`config.mk`:
```
export PLATFORM = sky130hd
export DESIGN_NAME = cl_boot_mailbox_ctrl_flat
export DESIGN_NICKNAME = d
export VERILOG_FILES = /design/src/rtl/cl_boot_mailbox_ctrl_if.sv /design/src/rtl/cl_boot_mailbox_ctrl.sv /design/src/flat_wrapper.sv
export SDC_FILE = /design/constraint.sdc
export NUM_CORES = 1
export LEC_CHECK = 0
export CORE_UTILIZATION = 40
export DETAILED_ROUTE_END_ITERATION = 8
export MAX_ROUTING_LAYER = met4
export PLACE_DENSITY = 0.77
export SYNTH_ARGS = -nofsm -noshare
export SYNTH_HDL_FRONTEND = slang
export SYNTH_SLANG_ARGS = --single-unit
```
`constraint.sdc`:
```
create_clock -name clk_main_a0 -period 2.6 [get_ports clk_main_a0]
set_input_delay 0.52 -clock clk_main_a0 [delete_from_list [all_inputs] [get_ports clk_main_a0]]
set_output_delay 0.52 -clock clk_main_a0 [all_outputs]
set_load 0.01 [all_outputs]
```
`src/rtl/cl_boot_mailbox_ctrl_if.sv`:
```
// AXI-Lite slave bundle for the boot mailbox register window on BAR1.
// Signal names match the original flat port list so the host-side wiring maps one to one.
interface cl_boot_mailbox_ctrl_if;
    logic [31:0] s_awaddr;
    logic        s_awvalid;
    logic        s_awready;
    logic [31:0] s_wdata;
    logic [3:0]  s_wstrb;
    logic        s_wvalid;
    logic        s_wready;
    logic [1:0]  s_bresp;
    logic        s_bvalid;
    logic        s_bready;
    logic [31:0] s_araddr;
    logic        s_arvalid;
    logic        s_arready;
    logic [31:0] s_rdata;
    logic [1:0]  s_rresp;
    logic        s_rvalid;
    logic        s_rready;

    modport master (
        output s_awaddr, s_awvalid, s_wdata, s_wstrb, s_wvalid, s_bready,
               s_araddr, s_arvalid, s_rready,
        input  s_awready, s_wready, s_bresp, s_bvalid,
               s_arready, s_rdata, s_rresp, s_rvalid
    );

    modport slave (
        input  s_awaddr, s_awvalid, s_wdata, s_wstrb, s_wvalid, s_bready,
               s_araddr, s_arvalid, s_rready,
        output s_awready, s_wready, s_bresp, s_bvalid,
               s_arready, s_rdata, s_rresp, s_rvalid
    );
endinterface

```
`src/rtl/cl_boot_mailbox_ctrl.sv`:
```
// Host/core boot handshake: to-host/from-host mailboxes, status and run-cycle counter,
// plus core reset sequencing from vdip[0] and completion reporting on vled.
module cl_boot_mailbox_ctrl #(
    parameter logic [31:0] MBOX_BASE       = 32'h0008_C000,
    parameter int unsigned RST_HOLD_CYCLES = 16,
    parameter int unsigned CNT_W           = 32
) (
    input  logic                         clk_main_a0,
    input  logic                         rst_main_n,
    cl_boot_mailbox_ctrl_if.slave        bus,
    input  logic [15:0]                  vdip,
    output logic [15:0]                  vled,
    output logic                         core_rst_n,
    input  logic                         core_tohost_we,
    input  logic [31:0]                  core_tohost_wdata,
    output logic [31:0]                  fromhost
);

    localparam int unsigned HC_W = (RST_HOLD_CYCLES > 1) ? $clog2(RST_HOLD_CYCLES) : 1;
    localparam logic [HC_W-1:0] HOLD_LAST = HC_W'(RST_HOLD_CYCLES - 1);

    localparam logic [9:0] OFF_STATUS   = 10'h040;
    localparam logic [9:0] OFF_TOHOST   = 10'h048;
    localparam logic [9:0] OFF_FROMHOST = 10'h04A;
    localparam logic [9:0] OFF_CYCLE    = 10'h04C;

    typedef enum logic [1:0] {
        ST_HOLD    = 2'b00,
        ST_RELEASE = 2'b01,
        ST_RUN     = 2'b10,
        ST_DONE    = 2'b11
    } state_t;

    state_t            state_q, state_d;
    logic [HC_W-1:0]   hold_cnt_q;
    logic [CNT_W-1:0]  cnt_q;
    logic              done_q, pass_q, core_rst_n_q;
    logic [31:0]       tohost_q, fromhost_q;

    logic              rst_done;
    logic              aw_held, w_held, bvalid_q, rvalid_q;
    logic [31:2]       aw_addr_q;
    logic [31:0]       w_data_q, rdata_q, rd_mux;
    logic [3:0]        w_strb_q;

    logic run_req, enter_release, core_active, core_we_eff;
    logic aw_hs, w_hs, ar_hs, commit, wr_hit, wr_tohost, wr_fromhost;
    logic unused_bits;

    function automatic logic [31:0] merge_bytes(input logic [31:0] old_v,
                                                input logic [31:0] new_v,
                                                input logic [3:0]  strb);
        logic [31:0] r;
        r = old_v;
        for (int unsigned i = 0; i < 4; i++) begin
            if (strb[i]) r[8*i +: 8] = new_v[8*i +: 8];
        end
        return r;
    endfunction

    assign run_req       = vdip[0];
    assign enter_release = (state_q == ST_HOLD) && (state_d == ST_RELEASE);
    assign core_active   = (state_q == ST_RUN) || (state_q == ST_DONE);
    assign core_we_eff   = core_tohost_we && core_active;

    always_comb begin
        state_d = state_q;
        case (state_q)
            ST_HOLD:    if (run_req) state_d = ST_RELEASE;
            ST_RELEASE: begin
                if (!run_req)                     state_d = ST_HOLD;
                else if (hold_cnt_q == HOLD_LAST) state_d = ST_RUN;
            end
            ST_RUN: begin
                if (!run_req)            state_d = ST_HOLD;
                else if (core_tohost_we) state_d = ST_DONE;
            end
            ST_DONE:    if (!run_req) state_d = ST_HOLD;
            default:    state_d = ST_HOLD;
        endcase
    end

    always_ff @(posedge clk_main_a0 or negedge rst_main_n) begin
        if (!rst_main_n) begin
            state_q      <= ST_HOLD;
            hold_cnt_q   <= '0;
            cnt_q        <= '0;
            done_q       <= 1'b0;
            pass_q       <= 1'b0;
            core_rst_n_q <= 1'b0;
        end else begin
            state_q      <= state_d;
            core_rst_n_q <= core_active;
            hold_cnt_q   <= (state_q == ST_RELEASE) ? hold_cnt_q + 1'b1 : '0;
            if (enter_release) begin
                cnt_q  <= '0;
                done_q <= 1'b0;
                pass_q <= 1'b0;
            end else begin
                if ((state_q == ST_RUN) && (cnt_q != '1)) cnt_q <= cnt_q + 1'b1;
                if ((state_q == ST_RUN) && core_tohost_we) begin
                    done_q <= 1'b1;
                    pass_q <= (core_tohost_wdata == 32'h0);
                end
            end
        end
    end

    // Readies stay low until the first clock after reset deasserts.
    assign bus.s_awready = rst_done && !aw_held && !bvalid_q;
    assign bus.s_wready  = rst_done && !w_held && !bvalid_q;
    assign bus.s_arready = rst_done && !rvalid_q;
    assign bus.s_bvalid  = bvalid_q;
    assign bus.s_bresp   = 2'b00;
    assign bus.s_rvalid  = rvalid_q;
    assign bus.s_rdata   = rdata_q;
    assign bus.s_rresp   = 2'b00;

    assign aw_hs  = bus.s_awvalid && bus.s_awready;
    assign w_hs   = bus.s_wvalid && bus.s_wready;
    assign ar_hs  = bus.s_arvalid && bus.s_arready;
    assign commit = aw_held && w_held;

    assign wr_hit      = (aw_addr_q[31:12] == MBOX_BASE[31:12]);
    assign wr_tohost   = commit && wr_hit && (aw_addr_q[11:2] == OFF_TOHOST);
    assign wr_fromhost = commit && wr_hit && (aw_addr_q[11:2] == OFF_FROMHOST);

    always_comb begin
        rd_mux = '0;
        if (bus.s_araddr[31:12] == MBOX_BASE[31:12]) begin
            case (bus.s_araddr[11:2])
                OFF_STATUS:   rd_mux = {28'b0, pass_q, done_q, state_q};
                OFF_TOHOST:   rd_mux = tohost_q;
                OFF_FROMHOST: rd_mux = fromhost_q;
                OFF_CYCLE:    rd_mux = 32'(cnt_q);
                default:      rd_mux = '0;
            endcase
        end
    end

    always_ff @(posedge clk_main_a0 or negedge rst_main_n) begin
        if (!rst_main_n) begin
            rst_done  <= 1'b0;
            aw_held   <= 1'b0;
            w_held    <= 1'b0;
            aw_addr_q <= '0;
            w_data_q  <= '0;
            w_strb_q  <= '0;
            bvalid_q  <= 1'b0;
            rvalid_q  <= 1'b0;
            rdata_q   <= '0;
        end else begin
            rst_done <= 1'b1;
            if (aw_hs) begin
                aw_held   <= 1'b1;
                aw_addr_q <= bus.s_awaddr[31:2];
            end
            if (w_hs) begin
                w_held   <= 1'b1;
                w_data_q <= bus.s_wdata;
                w_strb_q <= bus.s_wstrb;
            end
            if (bvalid_q && bus.s_bready) bvalid_q <= 1'b0;
            if (commit) begin
                aw_held  <= 1'b0;
                w_held   <= 1'b0;
                bvalid_q <= 1'b1;
            end
            if (ar_hs) begin
                rvalid_q <= 1'b1;
                rdata_q  <= rd_mux;
            end else if (rvalid_q && bus.s_rready) begin
                rvalid_q <= 1'b0;
            end
        end
    end

    // A core write in the same cycle as a host commit wins; the host still gets OKAY.
    always_ff @(posedge clk_main_a0 or negedge rst_main_n) begin
        if (!rst_main_n) begin
            tohost_q   <= '0;
            fromhost_q <= '0;
        end else begin
            if (core_we_eff)    tohost_q <= core_tohost_wdata;
            else if (wr_tohost) tohost_q <= merge_bytes(tohost_q, w_data_q, w_strb_q);
            if (wr_fromhost)    fromhost_q <= merge_bytes(fromhost_q, w_data_q, w_strb_q);
        end
    end

    assign core_rst_n = core_rst_n_q;
    assign fromhost   = fromhost_q;
    assign vled       = {12'b0, state_q, pass_q, done_q};

    assign unused_bits = ^{bus.s_awaddr[1:0], bus.s_araddr[1:0], vdip[15:1]};

endmodule

```
`src/flat_wrapper.sv`:
```
// flat-port wrapper written by rule: the top's interface ports become plain ports
module cl_boot_mailbox_ctrl_flat 
#(
    parameter logic [31:0] MBOX_BASE       = 32'h0008_C000,
    parameter int unsigned RST_HOLD_CYCLES = 16,
    parameter int unsigned CNT_W           = 32
)
  (clk_main_a0, rst_main_n, vdip, vled, core_rst_n, core_tohost_we, core_tohost_wdata, fromhost, bus_s_awaddr, bus_s_awvalid, bus_s_wdata, bus_s_wstrb, bus_s_wvalid, bus_s_bready, bus_s_araddr, bus_s_arvalid, bus_s_rready, bus_s_awready, bus_s_wready, bus_s_bresp, bus_s_bvalid, bus_s_arready, bus_s_rdata, bus_s_rresp, bus_s_rvalid);
  cl_boot_mailbox_ctrl_if bus_i ();
  input  logic clk_main_a0;
  input  logic rst_main_n;
  input  logic [15:0] vdip;
  output logic [15:0] vled;
  output logic core_rst_n;
  input  logic core_tohost_we;
  input  logic [31:0] core_tohost_wdata;
  output logic [31:0] fromhost;
  input wire logic [$bits(bus_i.s_awaddr)-1:0] bus_s_awaddr;
  input wire logic [$bits(bus_i.s_awvalid)-1:0] bus_s_awvalid;
  input wire logic [$bits(bus_i.s_wdata)-1:0] bus_s_wdata;
  input wire logic [$bits(bus_i.s_wstrb)-1:0] bus_s_wstrb;
  input wire logic [$bits(bus_i.s_wvalid)-1:0] bus_s_wvalid;
  input wire logic [$bits(bus_i.s_bready)-1:0] bus_s_bready;
  input wire logic [$bits(bus_i.s_araddr)-1:0] bus_s_araddr;
  input wire logic [$bits(bus_i.s_arvalid)-1:0] bus_s_arvalid;
  input wire logic [$bits(bus_i.s_rready)-1:0] bus_s_rready;
  output wire logic [$bits(bus_i.s_awready)-1:0] bus_s_awready;
  output wire logic [$bits(bus_i.s_wready)-1:0] bus_s_wready;
  output wire logic [$bits(bus_i.s_bresp)-1:0] bus_s_bresp;
  output wire logic [$bits(bus_i.s_bvalid)-1:0] bus_s_bvalid;
  output wire logic [$bits(bus_i.s_arready)-1:0] bus_s_arready;
  output wire logic [$bits(bus_i.s_rdata)-1:0] bus_s_rdata;
  output wire logic [$bits(bus_i.s_rresp)-1:0] bus_s_rresp;
  output wire logic [$bits(bus_i.s_rvalid)-1:0] bus_s_rvalid;
  assign bus_i.s_awaddr = bus_s_awaddr;
  assign bus_i.s_awvalid = bus_s_awvalid;
  assign bus_i.s_wdata = bus_s_wdata;
  assign bus_i.s_wstrb = bus_s_wstrb;
  assign bus_i.s_wvalid = bus_s_wvalid;
  assign bus_i.s_bready = bus_s_bready;
  assign bus_i.s_araddr = bus_s_araddr;
  assign bus_i.s_arvalid = bus_s_arvalid;
  assign bus_i.s_rready = bus_s_rready;
  assign bus_s_awready = bus_i.s_awready;
  assign bus_s_wready = bus_i.s_wready;
  assign bus_s_bresp = bus_i.s_bresp;
  assign bus_s_bvalid = bus_i.s_bvalid;
  assign bus_s_arready = bus_i.s_arready;
  assign bus_s_rdata = bus_i.s_rdata;
  assign bus_s_rresp = bus_i.s_rresp;
  assign bus_s_rvalid = bus_i.s_rvalid;
  cl_boot_mailbox_ctrl #(.MBOX_BASE(MBOX_BASE), .RST_HOLD_CYCLES(RST_HOLD_CYCLES), .CNT_W(CNT_W)) u_core (.clk_main_a0(clk_main_a0), .rst_main_n(rst_main_n), .bus(bus_i), .vdip(vdip), .vled(vled), .core_rst_n(core_rst_n), .core_tohost_we(core_tohost_we), .core_tohost_wdata(core_tohost_wdata), .fromhost(fromhost));
endmodule
```
# Word-level counts from Yosys, hierarchy flattened
# Index checks and enable logic that the tools add are counted.
[word_totals] reg_bits=208 latchBits=0 mem_bits_rw=0 mem_bits_ro=0 wordCells=113 memories=0
[classes] addsub=2 mul=0 div=0 order_cmp=0 eq_ne=14 shifts=0 muxes=30 bitwise=0 reduce_logical=44
[op_table] cell="$mux 32" n=5
[op_table] cell="$pmux 32 s4" n=1
[op_table] cell="$eq 10x7->1 const B" n=6
[op_table] cell="$eq 20x8->1 const B" n=2
[op_table] cell="$add 32x1->32 const B" n=1
[op_table] cell="$logic_not 32->1" n=1
[op_table] cell="$mux 8" n=4
[op_table] cell="$ne 32x32->1 const B" n=1
[op_table] cell="$reduce_bool 2->1" n=11
[op_table] cell="$logic_and 1x1->1" n=18
[op_table] cell="$reduce_and 2->1" n=8
[op_table] cell="$mux 1" n=12
[op_table] cell="$mux 2" n=6
[op_table] cell="$pmux 2 s4" n=1
[op_table] cell="$add 4x1->4 const B" n=1
[op_table] cell="$eq 2x1->1 const B" n=2
[op_table] cell="$eq 2x2->1 const B" n=2
[op_table] cell="$eq 4x4->1 const B" n=1
[op_table] cell="$logic_not 1->1" n=4
[op_table] cell="$mux 4" n=1
[op_table] cell="$logic_not 2->1" n=1
[op_table] cell="$logic_or 1x1->1" n=1

# Logic depth before layout (Yosys ltp)
# Gate-level depths: netlist of run 1.
[logic_depth] word_depth=7 mapped_depth=8 depth_no_buf=6

# Worst setup path before layout of run 1
# Ideal clock, no wire load.
[synth_timing] path_type="reg-to-reg" startpoint="reg u_core.aw_addr_q[17] in the netlist's numbering" endpoint="reg u_core.tohost_q[16]" setup_time_ns=0.125 t_arrival_ns=2.162 slack_ns=0.314 path_stages_with_launch=6 n_path_buf=1 synth_period_minus_slack_ns=2.286 path_cell_list="dfrtp_1 or4b_4 or4_1 buf_4 o21ai_4 mux2_2"
[synth_via] elab_chain_len=5
[synth_lines] item="from (decl)" line="cl_boot_mailbox_ctrl.sv:42" rtl="logic [31:2] aw_addr_q;"
[synth_lines] item="from (signal assigned)" line="cl_boot_mailbox_ctrl.sv:156" rtl="aw_addr_q <= bus.s_awaddr[31:2];"
[synth_lines] item="$eq 20x8->1" line="cl_boot_mailbox_ctrl.sv:124" rtl="assign wr_hit = (aw_addr_q[31:12] == MBOX_BASE[31:12]);"
[synth_lines] item="$logic_and 1x1->1 (2 in series)" line="cl_boot_mailbox_ctrl.sv:125" rtl="assign wr_tohost = commit && wr_hit && (aw_addr_q[11:2] == OFF_TOHOST);"
[synth_lines] item="$reduce_bool 2->1 (no source line)"
[synth_lines] item="$reduce_and 2->1 (no source line)"
[synth_lines] item="to (signal assigned)" line="cl_boot_mailbox_ctrl.sv:184" rtl="if (core_we_eff) tohost_q <= core_tohost_wdata;"
[synth_lines] item="to (signal assigned)" line="cl_boot_mailbox_ctrl.sv:185" rtl="else if (wr_tohost) tohost_q <= merge_bytes(tohost_q, w_data_q, w_strb_q);"
[synth_lines] item="to (decl)" line="cl_boot_mailbox_ctrl.sv:38" rtl="logic [31:0] tohost_q, fromhost_q;"
# No other way between the ends.
# A chain may end at the register's enable or synchronous reset.

# Worst setup path in the final report of run 1
[layout_timing] startpoint="reg u_core.aw_addr_q[17] in the netlist's numbering" endpoint="reg u_core.tohost_q[7]"
# The elaborated chain is that of the path after synthesis.

==> flow_metrics.env, run 1 <==
export IMPL_share_clk_of_total_power_pct=36.0
export IMPL_crit_path_cell_trace="or4b_4 -> or4_1 -> buf_4 -> o21ai_4 -> mux2_2"
export IMPL_drv_slew=0
export IMPL_groute_usage_overall_pct=22.1
export IMPL_globalRouteMet3Util_pct=3.78
export IMPL_hold_ws_ps=22.2
export IMPL_cts_hold_repair_buffers=0
export IMPL_total_internal_power_w=0.00678
export IMPL_dp_slack_ps=-131
export IMPL_yosys_register_bits=208
export IMPL_chipHeight_um=159
export IMPL_switching_share_pct=24.9
export IMPL_antenna_found_initial=0
export IMPL_timing_critical_path_fanout_max=8
export IMPL_final_core_util_pct=55.2
export IMPL_crit_family="simple AND/OR/NAND/NOR gates"
export IMPL_num_io_pins=246
export IMPL_tightest_slew_ps=660
export IMPL_timing_final_ws_setup_ps=113
export IMPL_worst_ep_required_time_ps=2980
export IMPL_postSynthAreaPerCell_um2=12.1
export IMPL_htreeDepth=1
export IMPL_cp_arrival_ps=2870
export IMPL_postCtsSetupBuffers=0
export IMPL_hold_path_class="in -> async"
export IMPL_layout_common_cells="sky130_fd_sc_hd__clkdlybuf4s50_1, sky130_fd_sc_hd__dfrtp_1, sky130_fd_sc_hd__mux2_2"
export IMPL_clkSlewWorstSetupHoldPaths_ps=60
export IMPL_synth_warning_count=0
export IMPL_dp_hpwl_um=18700
export IMPL_synth_edf_count=0
export IMPL_avgViaCountPerCell=5.37
export IMPL_yosysSeqAreaShare_pct=53.1
export IMPL_cts_tree="yes"
export IMPL_areaGrowthSynthToFinish_pct=33.8
export IMPL_nNetsFinal=1183
export IMPL_grt_pass1_vias=7504
export IMPL_design_core_area_um2=23800
export IMPL_antenna_violating_nets_post_route=0
export IMPL_diodes=0
export IMPL_global_route_usage_met1_pct=28.7
export IMPL_unrepaired_setup_endpoints_after_global_routing="no"
export IMPL_cts_resized=0
export IMPL_cap_viol_max_count=0
export IMPL_path_class="reg -> reg"
export IMPL_synth_cell_types=58
export IMPL_max_vdd_ir_drop_mv=0.505
export IMPL_tritoncts_num_buffers=22
export IMPL_drt_pass1_iter_count=4
export IMPL_worst_path_largest_cell_delay_ps=560
export IMPL_layout_worst_path_cycle_share_pct=95.6
export IMPL_netlist_instances=810
export IMPL_power_share_sequential_pct=46.8
export IMPL_met2_capacity_usage_during_global_routing_pct=35.6
export IMPL_grt_busiest_layer="met2"
export IMPL_clk_root_buffer_cell="sky130_fd_sc_hd__clkbuf_16"
export IMPL_multiInputGateArea_um2=4320
export IMPL_leakagePower_nw=5.53
export IMPL_place_congestion=0.841
export IMPL_maxClockFrequency_mhz=402
export IMPL_numPortBuffers=210
export IMPL_synth_ff_type="sky130_fd_sc_hd__dfrtp_1"
export IMPL_core_rowCount=56
export IMPL_routedWlPerCell_um=19.3
export IMPL_clock_sinks=208
export IMPL_post_synth_instance_area_um2=9810
export IMPL_final_hold_viol_count=0
export IMPL_die_w_um=159
export IMPL_drc=0
export IMPL_dieArea_um2=25200
export IMPL_finish_instance_area_um2=13100
export IMPL_fin_worst_skew_ps=17.4
export IMPL_cts_root_to_sink_buffers=3
export IMPL_critPathCaptureType="flop"
export IMPL_post_route_cells_drive_above_1_share_pct=23.8
export IMPL_finalCriticalPeriod_ps=2490
export IMPL_initial_core_util_pct=41.3
export IMPL_drtIter0Drc=398
export IMPL_grt_pass1_wl_um=41400
export IMPL_max_slew_margin_rel_pct=55.8
export IMPL_totalWireLength_um=26200
export IMPL_critical_path_startpoint_type="flop"
export IMPL_power_per_cell_area_nw_per_um2=689
export IMPL_worstPathBufferInverterCount=1
export IMPL_grt_overflow_total=0
export IMPL_status="finished clean"
export IMPL_switching_power_w=0.00225
export IMPL_comb_power_share_pct=17.3
export IMPL_worst_path_max_delay_cell="sky130_fd_sc_hd__or4b_4"
export IMPL_async_reset_ff_share_pct=100
export IMPL_grt_start_max_net_pins=73
export IMPL_dpl_cell_area_um2=12400
export IMPL_worstSkewPairLatency_ps=510
export IMPL_finalSetupViolCount=0
export IMPL_num_fill_cells=1989
export IMPL_via_count=7302
export IMPL_ff_latch_area_um2=5200
==> cell usage after synthesis (3+ instances only) <==
cell type                   number  area, µm²
sky130_fd_sc_hd__o21ai_4         4       65.1
sky130_fd_sc_hd__o21ai_1         3       15.0
sky130_fd_sc_hd__nand2_1        53        199
sky130_fd_sc_hd__or3_1           3       18.8
sky130_fd_sc_hd__a2bb2oi_1      28        245
sky130_fd_sc_hd__nor2_1         33        124
sky130_fd_sc_hd__buf_1           5       18.8
sky130_fd_sc_hd__inv_1           9       33.8
sky130_fd_sc_hd__mux2i_1        34        340
sky130_fd_sc_hd__nor4b_1         3       26.3
sky130_fd_sc_hd__a21oi_1         7       35.0
sky130_fd_sc_hd__a31oi_1         3       18.8
sky130_fd_sc_hd__nor2b_1         3       18.8
sky130_fd_sc_hd__mux2_2        161       1810
sky130_fd_sc_hd__o21ai_0        42        210
sky130_fd_sc_hd__a22oi_1         4       30.0
sky130_fd_sc_hd__nand4_1        12       75.1
sky130_fd_sc_hd__nand3_2         4       40.0
sky130_fd_sc_hd__buf_2           6       30.0
sky130_fd_sc_hd__a211oi_1        7       52.6
sky130_fd_sc_hd__and4_1          9       78.8
sky130_fd_sc_hd__and2_1          3       18.8
sky130_fd_sc_hd__buf_4          19        143
sky130_fd_sc_hd__nor4_1         18        113
sky130_fd_sc_hd__nand3_1        19       95.1
sky130_fd_sc_hd__nor3_1          8       40.0
sky130_fd_sc_hd__dfrtp_1       208       5200
sky130_fd_sc_hd__o211ai_1        3       22.5
sky130_fd_sc_hd__and3_1          3       18.8
sky130_fd_sc_hd__nand2b_1        6       37.5
sky130_fd_sc_hd__clkbuf_1       34        128
sky130_fd_sc_hd__xnor2_1        19        166
==> registers in the layout, indices dropped and copies added, names as in the netlist <==
| signal | cells |
|---|---|
| u_core.aw_addr_q | 30 |
| u_core.aw_held | 1 |
| u_core.bus.s_bvalid | 1 |
| u_core.bus.s_rdata | 32 |
| u_core.bus.s_rvalid | 1 |
| u_core.cnt_q | 32 |
| u_core.core_rst_n | 1 |
| u_core.done_q | 1 |
| u_core.fromhost | 32 |
| u_core.hold_cnt_q | 4 |
| u_core.pass_q | 1 |
| u_core.rst_done | 1 |
| u_core.state_q | 2 |
| u_core.tohost_q | 32 |
| u_core.w_data_q | 32 |
| u_core.w_held | 1 |
| u_core.w_strb_q | 4 |
==> per-stage QoR <==
step / power [W] / setup TNS [ps] / cells
floorplan: 0.00520 / 0 / 825
global placement: 0.00577 / -1260 / 1320
detailed placement: 0.00586 / -1680 / 1320
CTS: 0.00912 / 0 / 1359
global route: 0.00947 / 0 / 1359
finish: 0.00904 / 0 / 1359
==> per-layer routing <==
layer / part of all wire, % / wire, µm
met5: 0 / 0
met4: 2.7 / 704
met3: 6.2 / 1630
met2: 47 / 12300
met1: 44 / 11500
==> path summary, 6_finish.rpt <==
| path | endpoint | startpoint | cells after the start | slack, ps |
|---|---|---|---|---|
| worst max-delay path | u_core.tohost_q[7] | u_core.aw_addr_q[17] | 5 | 110 |
| min in group clk_main_a0 | u_core.hold_cnt_q[0] | u_core.hold_cnt_q[0] | 1 | 460 |
| worst min register to register | u_core.hold_cnt_q[0] | u_core.hold_cnt_q[0] | 1 | 460 |
| worst max register to register | u_core.tohost_q[7] | u_core.aw_addr_q[17] | 5 | 110 |
| max in group asynchronous | u_core.cnt_q[17] | rst_main_n | 2 | 1840 |
| worst min-delay path | u_core.w_held | rst_main_n | 1 | 20 |
==> power groups by stage <==
stage | sequential, W | combinational, W | clock (W)
after CTS | 0.00423 | 0.00158 | 0.00331
final | 0.00423 | 0.00156 | 0.00325
after floorplan | 0.00412 | 0.00108 | 0
after detailed placement | 0.00429 | 0.00157 | 0
after global placement | 0.00425 | 0.00152 | 0
after global routing | 0.00431 | 0.00171 | 0.00345
==> logic make-up after synthesis <==
| logic type | share of synthesized area [%] |
|---|---|
| flops | 53.1 |
| mux | 22.1 |
| simple gates | 10.5 |
| compound gates | 8.60 |
| buf+inv | 3.60 |
| xor+xnor | 1.79 |
| fa+ha+maj | 0.357 |
| other cells | 0.0766 |
==> final cells by class <==
class	instances	share of cell area, %
sequential	208	39.7
multi-input combinational	544	32.9
timing repair buffer	240	18.4
clock buffer	30	4.73
tap	319	3.04
clock inverter	9	1.00
inverter	9	0.257
Power figures use the tool's default switching activity.
==> run 2, diff against run 1 <==
--- a/config.mk
+++ b/config.mk
@@ -8,7 +8,8 @@
 export CORE_UTILIZATION = 40
 export DETAILED_ROUTE_END_ITERATION = 8
 export MAX_ROUTING_LAYER = met4
-export PLACE_DENSITY = 0.77
+export PLACE_DENSITY_LB_ADDON = 0.1
+export REMOVE_ABC_BUFFERS = 1
 export SYNTH_ARGS = -nofsm -noshare
 export SYNTH_HDL_FRONTEND = slang
 export SYNTH_SLANG_ARGS = --single-unit
==> flow_metrics.env, run 2 (synthesized netlist as in run 1, its figures left out) <==
export IMPL_hold_path_class="in -> async"
export IMPL_status="finished, violations left"
export IMPL_worstPathBufferInverterCount=1
export IMPL_post_route_cells_drive_above_1_share_pct=24.1
export IMPL_cts_resized=0
export IMPL_chipHeight_um=159
export IMPL_design_core_area_um2=23800
export IMPL_clock_sinks=208
export IMPL_worst_path_largest_cell_delay_ps=450
export IMPL_worst_r2r_path_depth=6
export IMPL_comb_power_share_pct=17.4
export IMPL_grt_pass1_vias=7136
export IMPL_htreeDepth=1
export IMPL_postCtsSetupBuffers=0
export IMPL_drv_slew=0
export IMPL_cap_viol_max_count=0
export IMPL_core_rowCount=56
export IMPL_worstSkewPairLatency_ps=510
export IMPL_timing_final_ws_setup_ps=114
export IMPL_critPathCaptureType="flop"
export IMPL_leakagePower_nw=5.54
export IMPL_numPortBuffers=210
export IMPL_totalWireLength_um=25500
export IMPL_nNetsFinal=1188
export IMPL_switching_power_w=0.00220
export IMPL_num_io_pins=246
export IMPL_share_clk_of_total_power_pct=35.1
export IMPL_switching_share_pct=24.8
export IMPL_power_per_cell_area_nw_per_um2=674
export IMPL_power_w=0.00885
export IMPL_power_share_sequential_pct=47.4
export IMPL_regToRegSetupSlack_ps=110
export IMPL_timing_critical_path_fanout_max=8
export IMPL_drc=0
export IMPL_initial_core_util_pct=41.3
export IMPL_unrepaired_setup_endpoints_after_global_routing="no"
export IMPL_areaGrowthSynthToFinish_pct=34.0
export IMPL_antenna_found_initial=0
export IMPL_via_count=7072
export IMPL_clk_root_buffer_cell="sky130_fd_sc_hd__clkbuf_16"
export IMPL_total_internal_power_w=0.00665
export IMPL_tightest_slew_ps=695
export IMPL_layout_common_cells="sky130_fd_sc_hd__clkdlybuf4s50_1, sky130_fd_sc_hd__dfrtp_1, sky130_fd_sc_hd__mux2_2"
export IMPL_routedWlPerCell_um=18.7
export IMPL_path_class="reg -> reg"
export IMPL_fin_worst_skew_ps=14.8
export IMPL_max_vdd_ir_drop_mv=0.443
export IMPL_dp_hpwl_um=17900
export IMPL_grt_pass1_wl_um=40000
export IMPL_critical_path_startpoint_type="flop"
export IMPL_critical_path_reg2reg_endpoint="u_core.tohost_q[6]"
export IMPL_finalCriticalPeriod_ps=2490
export IMPL_cts_tree="yes"
export IMPL_drt_pass1_iter_count=4
export IMPL_tritoncts_num_buffers=23
export IMPL_crit_family="simple AND/OR/NAND/NOR gates"
export IMPL_diodes=0
export IMPL_antenna_violating_nets_post_route=0
export IMPL_crit_path_cell_trace="nor4_1 -> nand4_1 -> or4_1 -> buf_4 -> o21ai_4 -> mux2_2"
export IMPL_final_hold_viol_count=3
export IMPL_dp_slack_ps=-116
export IMPL_worst_ep_required_time_ps=2980
export IMPL_cts_hold_repair_buffers=0
export IMPL_dieArea_um2=25200
export IMPL_avgViaCountPerCell=5.19
export IMPL_clkSlewWorstSetupHoldPaths_ps=60
export IMPL_drtIter0Drc=280
export IMPL_worst_path_max_delay_cell="sky130_fd_sc_hd__or4_1"
export IMPL_die_w_um=159
export IMPL_finalSetupViolCount=0
export IMPL_place_congestion=0.846
export IMPL_grt_start_max_net_pins=64
export IMPL_cts_root_to_sink_buffers=3
export IMPL_num_fill_cells=2105
export IMPL_groute_usage_overall_pct=21.5
export IMPL_grt_overflow_total=0
export IMPL_maxClockFrequency_mhz=402
export IMPL_cp_arrival_ps=2870
export IMPL_max_slew_margin_rel_pct=53.5
export IMPL_failed_checks="negative hold slack"
export IMPL_hold_ws_ps=-5.66
export IMPL_crit_reg2reg_launch="u_core.aw_addr_q[28]"
export IMPL_layout_worst_path_cycle_share_pct=95.6
[run 2: cell types whose count changed in the layout (fill, tap and decap cells not counted), sizes merged]
| cell | previous run | this run |
|---|---|---|
| clkinv | 6 | 4 |
| bufinv | 3 | 0 |
| buf | 31 | 35 |
| clkbuf | 31 | 36 |
[run 2: how the worst max path moves through the flow]
stage	depth (start not counted)	end	start	slack, ps
final	6	u_core.tohost_q[6]	u_core.aw_addr_q[28]	110
after global routing	6	u_core.tohost_q[1]	u_core.aw_addr_q[28]	2
after CTS	5	u_core.tohost_q[6]	u_core.aw_addr_q[17]	130
after detailed placement	7	u_core.bus.s_rdata[30]	bus_s_araddr[9]	-120
after global placement	7	u_core.bus.s_rdata[22]	bus_s_araddr[9]	-80
after floorplan	5	u_core.bus.s_rdata[0]	bus_s_araddr[9]	130
[run 2: layer usage]
layer	part of all wire [%]	up-vias	routed length (µm)	GRT usage (%)
li1	-	3348	-	-
met4	1.0	0	265	4.03
met3	5.1	21	1300	3.27
met5	0	-	0	-
met1	46	3523	11800	28.5
met2	48	180	12100	35.2
[run 2: stage by stage]
step / util (%) / setup TNS [ps] / area (µm²) / hold slack [ps] / cells
2_1_floorplan: - / 0 / 9550 / 224 / 761
3_3_place_gp: 52.3 / -1760 / 12400 / 455 / 1324
3_5_place_dp: 52.3 / -2420 / 12400 / 459 / 1324
4_1_cts: 55.3 / 0 / 13100 / 11.6 / 1363
5_1_grt: 55.3 / 0 / 13100 / 38.6 / 1363
6_report: 55.3 / 0 / 13100 / -5.66 / 1363
[run 2: cell type report]
cell class,count,area (µm²),share of cell area (%)
timing repair buffer,244,2470,18.8
sequential,208,5200,39.6
inverter,9,33.8,0.257
clock buffer,35,701,5.33
multi-input combinational,544,4320,32.8
tap,319,399,3.04
clock inverter,4,20.0,0.152
[run 2: power by group through the flow]
stage / sequential, W / combinational [W] / clock (W)
detailed placement: 0.00426 / 0.00156 / 0
finish: 0.00420 / 0.00154 / 0.00311
global placement: 0.00425 / 0.00154 / 0
floorplan: 0.00413 / 0.00102 / 0
CTS: 0.00420 / 0.00157 / 0.00319
global route: 0.00428 / 0.00169 / 0.00332
